==> config.mk <==
export PLATFORM = sky130hd
export DESIGN_NAME = freq_counter_multi
export DESIGN_NICKNAME = d
export VERILOG_FILES = /design/src/rtl/freq_counter_multi.sv
export SDC_FILE = /design/constraint.sdc
export NUM_CORES = 1
export LEC_CHECK = 0
export BUFFER_PORTS_ARGS = -buffer_cell sky130_fd_sc_hd__buf_2
export CORE_MARGIN = 2
export CORE_UTILIZATION = 49
export DETAILED_ROUTE_END_ITERATION = 12
export PLACE_DENSITY = 0.71
export SLEW_MARGIN = 20
export SYNTH_ARGS = -nofsm -noshare
export SYNTH_HDL_FRONTEND = slang
export SYNTH_SLANG_ARGS = --single-unit
==> constraint.sdc <==
create_clock -name i_clk -period 4.76 [get_ports i_clk]
set_input_delay 0.476 -clock i_clk [delete_from_list [all_inputs] [get_ports i_clk]]
set_output_delay 0.476 -clock i_clk [all_outputs]
set_load 0.005 [all_outputs]
==> src/rtl/freq_counter_multi.sv <==
// freq_counter_multi
//   Multi-channel frequency counter sharing one gate timer. Each channel has
//   its own input synchronizer, rising-edge detector and saturating counter.
//   The gate time is selected at runtime as 1 s, 100 ms, 10 ms or 1 ms.
//   Gating runs either one-shot (started by i_start) or back to back
//   (i_continuous). At every gate end the counts are latched and
//   o_count_valid pulses for one cycle.
//
// Ports
//   i_clk            system clock
//   i_rst            synchronous active-high reset
//   i_freq_in        asynchronous frequency inputs, bit n = channel n
//   i_gate_sel       00 = 1 s, 01 = 100 ms, 10 = 10 ms, 11 = 1 ms
//   i_continuous     1 = back-to-back gates, 0 = one-shot
//   i_start          one-shot trigger, honoured only while idle
//   o_busy           high while a gate is open
//   o_count_out      latched counts, channel n at [n*CNT_W +: CNT_W]
//   o_overflow       channel saturated during the last gate
//   o_signal_detect  last gate count was non-zero
//   o_count_valid    one-cycle pulse when new results are latched
module freq_counter_multi #(
    parameter int unsigned CLK_FREQ    = 25_000_000,
    parameter int unsigned NUM_CH      = 4,
    parameter int unsigned CNT_W       = 32,
    parameter int unsigned SYNC_STAGES = 2
) (
    input  logic                    i_clk,
    input  logic                    i_rst,
    input  logic [NUM_CH-1:0]       i_freq_in,
    input  logic [1:0]              i_gate_sel,
    input  logic                    i_continuous,
    input  logic                    i_start,
    output logic                    o_busy,
    output logic [NUM_CH*CNT_W-1:0] o_count_out,
    output logic [NUM_CH-1:0]       o_overflow,
    output logic [NUM_CH-1:0]       o_signal_detect,
    output logic                    o_count_valid
);

    // CLK_FREQ is a multiple of 1000, so it is never a power of two and
    // always fits in $clog2(CLK_FREQ) bits.
    localparam int unsigned TW = $clog2(CLK_FREQ);
    localparam logic [CNT_W-1:0] CNT_MAX = '1;

    typedef enum logic {
        IDLE,
        GATE
    } state_t;

    state_t state;
    state_t state_next;

    logic [TW-1:0]     timer;
    logic [TW-1:0]     gate_len;
    logic [TW-1:0]     sel_len;
    logic              gate_end;
    logic              gate_start;

    logic [NUM_CH-1:0] sync [SYNC_STAGES];
    logic [NUM_CH-1:0] prev;
    logic [NUM_CH-1:0] rise;

    logic [CNT_W-1:0]  cnt     [NUM_CH];
    logic [CNT_W-1:0]  cnt_inc [NUM_CH];
    logic [NUM_CH-1:0] ovf;
    logic [NUM_CH-1:0] lost;

    // Gate length for the current selection; only sampled at a gate start.
    always_comb begin
        sel_len = TW'(CLK_FREQ);
        case (i_gate_sel)
            2'b00: sel_len = TW'(CLK_FREQ);
            2'b01: sel_len = TW'(CLK_FREQ / 10);
            2'b10: sel_len = TW'(CLK_FREQ / 100);
            2'b11: sel_len = TW'(CLK_FREQ / 1000);
            default: sel_len = TW'(CLK_FREQ);
        endcase
    end

    // Input synchronizers followed by the edge-detect history register.
    always_ff @(posedge i_clk) begin
        if (i_rst) begin
            for (int unsigned i = 0; i < SYNC_STAGES; i++) begin
                sync[i] <= '0;
            end
            prev <= '0;
        end else begin
            sync[0] <= i_freq_in;
            for (int unsigned i = 1; i < SYNC_STAGES; i++) begin
                sync[i] <= sync[i-1];
            end
            prev <= sync[SYNC_STAGES-1];
        end
    end

    assign rise = sync[SYNC_STAGES-1] & ~prev;

    // Saturating next count; an edge arriving at full scale is lost.
    always_comb begin
        for (int unsigned n = 0; n < NUM_CH; n++) begin
            lost[n]    = rise[n] & (cnt[n] == CNT_MAX);
            cnt_inc[n] = (rise[n] && (cnt[n] != CNT_MAX)) ? cnt[n] + CNT_W'(1) : cnt[n];
        end
    end

    assign gate_end   = (timer == gate_len - TW'(1));
    assign gate_start = i_continuous | i_start;
    assign o_busy     = (state == GATE);

    always_ff @(posedge i_clk) begin
        if (i_rst) begin
            state <= IDLE;
        end else begin
            state <= state_next;
        end
    end

    always_comb begin
        state_next = state;
        case (state)
            IDLE: if (gate_start) state_next = GATE;
            GATE: if (gate_end && !i_continuous) state_next = IDLE;
            default: state_next = IDLE;
        endcase
    end

    always_ff @(posedge i_clk) begin
        if (i_rst) begin
            timer           <= '0;
            gate_len        <= '0;
            ovf             <= '0;
            o_count_out     <= '0;
            o_overflow      <= '0;
            o_signal_detect <= '0;
            o_count_valid   <= 1'b0;
            for (int unsigned n = 0; n < NUM_CH; n++) begin
                cnt[n] <= '0;
            end
        end else begin
            o_count_valid <= 1'b0;
            case (state)
                IDLE: begin
                    if (gate_start) begin
                        gate_len <= sel_len;
                        timer    <= '0;
                        ovf      <= '0;
                        for (int unsigned n = 0; n < NUM_CH; n++) begin
                            cnt[n] <= '0;
                        end
                    end
                end
                GATE: begin
                    if (gate_end) begin
                        // The edge on the final cycle is folded into the latched result.
                        for (int unsigned n = 0; n < NUM_CH; n++) begin
                            o_count_out[n*CNT_W +: CNT_W] <= cnt_inc[n];
                            o_signal_detect[n]            <= (cnt_inc[n] != '0);
                        end
                        o_overflow    <= ovf | lost;
                        o_count_valid <= 1'b1;
                        if (i_continuous) begin
                            gate_len <= sel_len;
                            timer    <= '0;
                            ovf      <= '0;
                            for (int unsigned n = 0; n < NUM_CH; n++) begin
                                cnt[n] <= '0;
                            end
                        end
                    end else begin
                        timer <= timer + TW'(1);
                        ovf   <= ovf | lost;
                        for (int unsigned n = 0; n < NUM_CH; n++) begin
                            cnt[n] <= cnt_inc[n];
                        end
                    end
                end
                default: ;
            endcase
        end
    end

endmodule

**After elaboration in Yosys (flattened, before gate mapping)**

Memories as Yosys holds them, arrays and structs flattened.
Cells that the tools add are included.

- Add/sub/neg operators: 6
- Eq/ne operators: 16
- Muxes and demuxes: 50
- Bitwise operators: 23
- Reductions and logical operators: 15

Operators by type and width:

| operator | count |
|---|---|
| $mux W32 | 16 |
| $mux W25 | 6 |
| $add A32 B1 Y32 const B | 4 |
| $eq A32 B32 Y1 const B | 4 |
| $ne A32 B32 Y1 const B | 4 |
| $reduce_bool A32 Y1 | 4 |
| $pmux W25 S2 | 2 |
| $pmux W25 S4 | 1 |
| $add A25 B1 Y25 const B | 1 |
| $eq A25 B25 Y1 | 1 |
| $sub A25 B1 Y25 const B | 1 |
| $mux W4 | 5 |
| $mux W1 | 18 |
| $or A1 B1 Y1 | 15 |
| $pmux W4 S2 | 1 |
| $logic_and A1 B1 Y1 | 5 |
| $and A1 B1 Y1 | 4 |
| $and A4 B4 Y4 | 1 |
| $eq A2 B2 Y1 const B | 2 |
| $ne A2 B2 Y1 const B | 2 |
| $not A4 Y4 | 1 |
| $or A4 B4 Y4 | 1 |
| $reduce_and A2 Y1 | 2 |
| $ne A3 B3 Y1 const B | 1 |
| 8 further kinds | 8 |

- Register bits: 196
- RAM bits: 136
- Input port bits: 10
- Output and inout port bits: 138
- Word-level logic and storage cells: 121
- Memories: 2

Memory list:

| name | words | bits a word | rd ports | clocked after Yosys merged registers in | write ports | RTL line | source |
|---|---|---|---|---|---|---|---|
| cnt | 4 | 32 | 4 | 0 | 4 | 63 | `logic [CNT_W-1:0] cnt [NUM_CH];` |
| sync | 2 | 4 | 2 | 0 | 2 | 59 | `logic [NUM_CH-1:0] sync [SYNC_STAGES];` |

**Longest topological paths before layout**

Gate-level depths: netlist (run 1).

- Word-level depth: 8
- Gate-level depth with buffers: 15
- Gate-level depth less buffers: 11

**Worst setup path after synthesis (run 1)**

OpenSTA, ideal clock, no wires.

- Path type: flip-flop to flip-flop
- Start point: register gate_len[10]
- End point: memory cnt[2][0], enable pin
- Setup time: 0.405 ns
- Arrival time: 3.108 ns
- Required time: 4.355 ns
- Path slack: 1.246 ns
- Stages on the path, launching flop included: 9
- Buffers on the path: 0
- Period minus slack after synthesis: 3.514 ns
- Path through: dfxtp_1 or4_1 o41ai_1 xnor2_1 o311ai_1 a2111oi_4 a21boi_1 nor3_4 inv_1

RTL lines:

| element | RTL line | source |
|---|---|---|
| from (decl) | 54 | `logic [TW-1:0] gate_len;` |
| from (signal assigned) | 144 | `gate_len <= sel_len;` |
| from (signal assigned) | 162 | `gate_len <= sel_len;` |
| to (decl) | 63 |  |

==> metrics, run 1 <==
worst hold path class=in2reg; Final Max Tran Viols=0; Post-synth EDFFs=approximately 130; CTS Sinks=around 320; port bufs=147; initial antenna violation count=0; count of final hold-check violations=0; Syn Nets=1,965; Yosys cell types=68; clk root buf=clkbuf_16; Synth Register Bits=between 300 and 400; Power, Total=6.14 mW; Slew headroom=between 20 and 30%; outcome=complete, no violations; CTS H-tree depth=2; RSZ-0062 raised after global routing=false; Critical Path AT=4.38 ns; total track usage=about a quarter; GRT Residual Overflow=0; Worst setup SP type=flip-flop; initial DRC count=1,226; Synth Flop Type=dfxtp_1; CTS Hold Bufs=0; Max Fclk=244 MHz; data required time of the worst path=5.03 ns; number of CTS-inserted buffers=36; Initial Util=49.5%; CP endpoint kind=flip-flop; Max Cap Violations=0; worst setup path class=reg2reg; Leakage Power=7.14 nW; setup TNS=0 ns; drt total wl=46,100 um; Synthesis Warnings=0; hpwl dp=32,000 um; vias in the first global route=14,062; chip height=191 um; sequential element share of the synthesized area=44.8%; Final #Nets=2,065; Clock Latency Late Sink=0.54 ns; Post-Syn Instances=1,942; routability cong.=roughly 0.96; post-CTS sizing=0; Final ANT Viol Nets=0; Async SR Flop Fraction=0%; share of cells above drive strength 1=approximately 13%; area delta synth->final=13.3%; Final Instance Area=19,300 um^2; Rows=68; Antenna diodes=0; synthesized cell area=17,100 um^2; maximum clock path buffer count=3; Hold Slack=0.144 ns; min Tclk post-route=between 4 and 5 ns; core area=34,500 um^2; Worst Skew=0.0120 ns; Hold Path Depth=2; CTS tree=done; die area=36,300 um^2; routed length per instance=around 18 um; Via Count=roughly 15,000; crit path max fanout=29; clk slew on worst S/H paths=0.06 ns; drc violations=0; Pwr Density=between 300 and 400 nW/um^2; Tcrit/Tclk final=86.2%; Avg Inst Size Synth=8.79 um^2; Max VDD drop=0.244 mV; DR vias/cell=5.91; first-pass GRT wire length=73,900 um; Register-to-Register Path Depth=8; Cell Area, Placed=between 15,000 and 20,000 um^2; first drt pass iteration count=6; DIE WIDTH=between 150 and 200 um; largest net degree at the start of global routing=106; final setup vio count=0; Ports=148; Tightest Pin Transition=1.07 ns; Post-CTS Setup Inserts=0
[worst max-delay path, stage by stage (launching register included)]
cell	delay, ns
dfxtp_1	0.43
nor4_1	0.77
nand3_1	0.25
nor4_1	0.36
mux2i_1	0.26
a211oi_1	0.75
a211o_4	0.50
buf_4	0.40
nor2_1	0.09
[state kept, by name, indices dropped and copies added, names as in the netlist]
| register | flops |
|---|---|
| sync | 8 |
| gate_len | 11 |
| o_overflow | 4 |
| o_count_out | 128 |
| o_count_valid | 1 |
| timer | 25 |
| o_busy | 1 |
| prev | 4 |
| ovf | 4 |
| cnt | 128 |
| o_signal_detect | 4 |
[placed cells by master (no fill, tap or decap), types with 64 or more instances in the layout]
cell	netlist	layout
buf_2	18	146
dfxtp_1	190	190
xnor2_1	79	79
edfxtp_1	128	128
a21oi_1	142	141
nor3_1	64	64
o21ai_0	70	70
nor2_1	139	139
nand2_1	254	253
nand4_1	80	80
nor2b_1	125	125
[metal layers]
layer  global-route usage [%]  share of wire [%]
met5                        0                  0
met1                     34.3                 45
met3                     3.70                5.9
met2                     41.8                 47
met4                     6.65                2.1
[cells in the mapped netlist (all sizes together), types with 11 or more instances]
library cell / number / area share [%]
clkbuf: 81 / 1.8
o21a: 13 / 0.57
nor2: 140 / 3.1
nor2b: 125 / 4.6
or3: 34 / 1.3
a211oi: 13 / 0.57
a21oi: 142 / 4.2
nand2: 254 / 5.6
xor2: 42 / 2.2
o211ai: 15 / 0.66
and3: 40 / 1.5
and4: 34 / 1.7
xnor2: 79 / 4.1
or2: 26 / 0.95
o21ai: 70 / 2.1
dfxtp: 190 / 22
mux2i: 19 / 1.1
inv: 33 / 0.73
nand3: 63 / 1.8
nand3b: 14 / 0.62
nor4: 44 / 1.7
edfxtp: 128 / 23
a31oi: 11 / 0.40
and2: 16 / 0.59
ha: 13 / 0.95
nor3: 65 / 2.0
nand4: 81 / 3.0
nand2b: 13 / 0.48
buf: 34 / 1.3
[power breakdown]
| part | internal [mW] | switching (mW) | total (mW) |
|---|---|---|---|
| Sequential | 2.89 | 0.0810 | 2.97 |
| Clock | 1.60 | 1.15 | 2.75 |
| Combinational | 0.153 | 0.272 | 0.425 |
| Total | 4.64 | 1.50 | 6.14 |
[per-stage QoR]
step,cells,utilization [%],worst slack [ns]
after floorplan,1942,-,1.25
after global placement,2459,52.7,0.855
after detailed placement,2459,52.7,0.716
after CTS,2524,56.1,0.698
after global routing,2524,56.1,0.304
final,2524,56.1,0.658
[path summary, 6_finish.rpt]
path	from	slack, ns	to
max	gate_len[8]	0.66	cnt[0][10]
min	i_freq_in[1]	0.14	sync[0][1]
max reg2reg	gate_len[8]	0.66	cnt[0][10]
min reg2reg	sync[0][1]	0.44	sync[0][5]
[kinds of logic after synthesis]
logic type               share of synthesized area [%]
buffers and inverters                             3.85
XOR/XNOR                                          6.21
AND/OR/NAND/NOR                                   30.5
flip-flops                                        44.8
multiplexers                                      1.44
AO/OA/AOI/OAI                                     12.2
adder cells (fa/ha/maj)                          0.953
[area by class of cell]
type,count,area [um^2]
clock inverter,14,136
sequential,318,7650
tap,455,569
fill,3091,15100
multi-input combinational,1476,8800
timing repair buffer,177,1030
clock buffer,51,1040
inverter,33,124
Power figures use the tool's default switching activity.
==> inputs of run 2 (changes only) <==
- clock period: 4.76 -> 5.25 ns (I/O delays scaled with it)
==> run 2 against run 1 <==
- cell count shrank 0.32%
- first-iteration DRC count grew 9.6%
- combinational power shrank 10%
- critical path type unchanged
- clock power shrank 7%
- largest power group unchanged
- utilization shrank 0.22 points
- global-route usage shrank 0.72 points
- register-to-register slack gained 0.33 ns
- sequential cell count is the same
- hold slack gained 0.056 ns
- setup slack gained 0.33 ns
- wire length shrank 1.6%
- non-clock buffer count shrank 6
==> metrics, run 2 (synthesis results as in run 1) <==
Rows=68 (unchanged); CTS Sinks=318 (unchanged); DR vias/cell=5.92 (about the same); maximum clock path buffer count=3 (unchanged); Final Max Tran Viols=0 (unchanged); Max VDD drop=0.225 mV (-7.8%); worst setup path class=reg2reg; DIE WIDTH=191 um (unchanged); port bufs=147 (unchanged); Critical Path AT=4.70 ns (+0.32 ns); top library cells by usage in the layout, fill and taps aside=253 x nand2_1, 190 x dfxtp_1, 146 x buf_2; routed length per instance=18.0 um (-1.3%); most common cell after layout, fill and taps aside=nand2_1; Ports=148 (unchanged); core area=34,500 um^2 (unchanged); crit path max fanout=52 (+79%); Initial Util=49.5% (unchanged); total track usage=24.4% (-0.72 points); share of cells above drive strength 1=13.2% (-0.24 points); post-CTS sizing=0 (unchanged); Worst setup SP type=flip-flop; CP endpoint kind=flip-flop; CP most frequent cell=buf_4; chip height=191 um (unchanged); clk root buf=clkbuf_16; outcome=complete, no violations; crit path cell chain=nor4_1 -> a41oi_1 -> mux2i_1 -> or2_2 -> or4_2 -> buf_4 -> nor2_4 -> buf_4 -> nand2_1 -> a21oi_1; routability cong.=0.913 (-5.0%); Regs by FF count=cnt (128), o_count_out (128), timer (25); vias in the first global route=13,708 (-2.5%); Tcrit/Tclk final=81.2% (-5.0 points); CTS H-tree depth=2 (unchanged); Leakage Power=7.11 nW (-0.40%); initial antenna violation count=1 (+1); Max Cap Violations=0 (unchanged); FF/Latch Area=7650 um^2 (unchanged); initial DRC count=1,344 (+9.6%); Multi-input gate area=8790 um^2 (about the same); Antenna diodes=0 (unchanged); Post-CTS Setup Inserts=0 (unchanged); data required time of the worst path=5.69 ns (+0.66 ns); count of final hold-check violations=0 (unchanged); Max Fclk=235 MHz (-3.8%); CTS tree=done; Final #Nets=2,058 (-0.34%); hpwl dp=31,700 um (-0.76%); GRT Residual Overflow=0 (unchanged); area delta synth->final=12.9%; Slew headroom=29.2% (+1.1 points); CTS Hold Bufs=0 (unchanged); first-pass GRT wire length=72,500 um (-2.0%); Final ANT Viol Nets=0 (unchanged); drt total wl=45,300 um (-1.6%); worst hold path class=in2reg; min Tclk post-route=4.26 ns (+0.160 ns); RSZ-0062 raised after global routing=false; Non-Filler Instances=2,516 (-0.32%); number of CTS-inserted buffers=35 (-2.8%); clk slew on worst S/H paths=0.07 ns (about the same); Tightest Pin Transition=1.05 ns (-0.0211 ns); fill cell count=3,093 (+0.065%); Clock Latency Late Sink=0.53 ns (about the same); Pwr Density=292 nW/um^2 (-8.1%); die area=36,300 um^2 (unchanged); Via Count=14,889 (-0.25%); largest net degree at the start of global routing=120 (+13%); CP max-delay cell=nor4_1; CP max stage delay=0.79 ns (+0.02 ns); drc violations=0 (unchanged); final setup vio count=0 (unchanged); first drt pass iteration count=8 (+2); setup TNS=0 ns (unchanged); Worst Skew=0.0245 ns (+0.0125 ns); cell count after placement=2,453 (-0.24%)
-- run 2: cell types whose count changed in the layout (fill, tap and decap cells not counted), moves of 2 or more --
cell,before,now
clkbuf_16,39,37
clkinvlp_4,5,3
bufinv_16,1,4
buf_12,5,2
inv_6,1,4
clkbuf_1,10,7
buf_4,25,22
-- run 2: routing by layer --
layer	track usage, %	share of wire (%)
met5	0	0
met4	7.84	2.8
met3	3.63	6.3
met2	39.3	46
met1	33.8	45
-- run 2: critical path, delay by kind of cell (launching register included) --
kind            cells  cell delay (ns)
compound gates      2             0.44
buf+inv             2             0.67
flops               1             0.36
mux                 1             0.20
simple gates        5             2.50
-- run 2: metrics by stage --
step / worst slack [ns] / hold WS [ns] / utilization (%) / total power [mW] / area, um^2
finish: 0.988 / 0.200 / 55.9 / 5.63 / 19300
detailed placement: 1.00 / 0.429 / 52.5 / 3.12 / 18100
floorplan: 1.74 / 0.414 / - / 3.00 / 17100
CTS: 0.991 / 0.181 / 55.9 / 5.66 / 19300
global route: 0.632 / 0.221 / 55.9 / 5.81 / 19300
global placement: 1.01 / 0.417 / 52.5 / 3.11 / 18100
-- run 2: worst paths after layout --
kind                      from               to  slack (ns)  cells past startpoint
setup reg to reg  gate_len[13]  o_count_out[91]        0.99                     10
hold reg to reg     sync[0][0]       sync[0][4]        0.45                      1
setup / recovery  gate_len[13]  o_count_out[91]        0.99                     10
hold / removal    i_freq_in[1]       sync[0][1]        0.20                      2
-- run 2: layout make-up --
cell class	count	share of cell area (%)
inverter	33	0.643
timing repair buffer	171	4.92
multi-input combinational	1476	45.6
clock inverter	17	1.09
clock buffer	46	5.08
tap	455	2.95
sequential	318	39.7
-- run 2: where the power goes --
part	total (mW)	internal (mW)	switching [mW]
Sequential	2.69	2.62	0.0744
Combinational	0.381	0.138	0.243
Clock	2.55	1.53	1.03
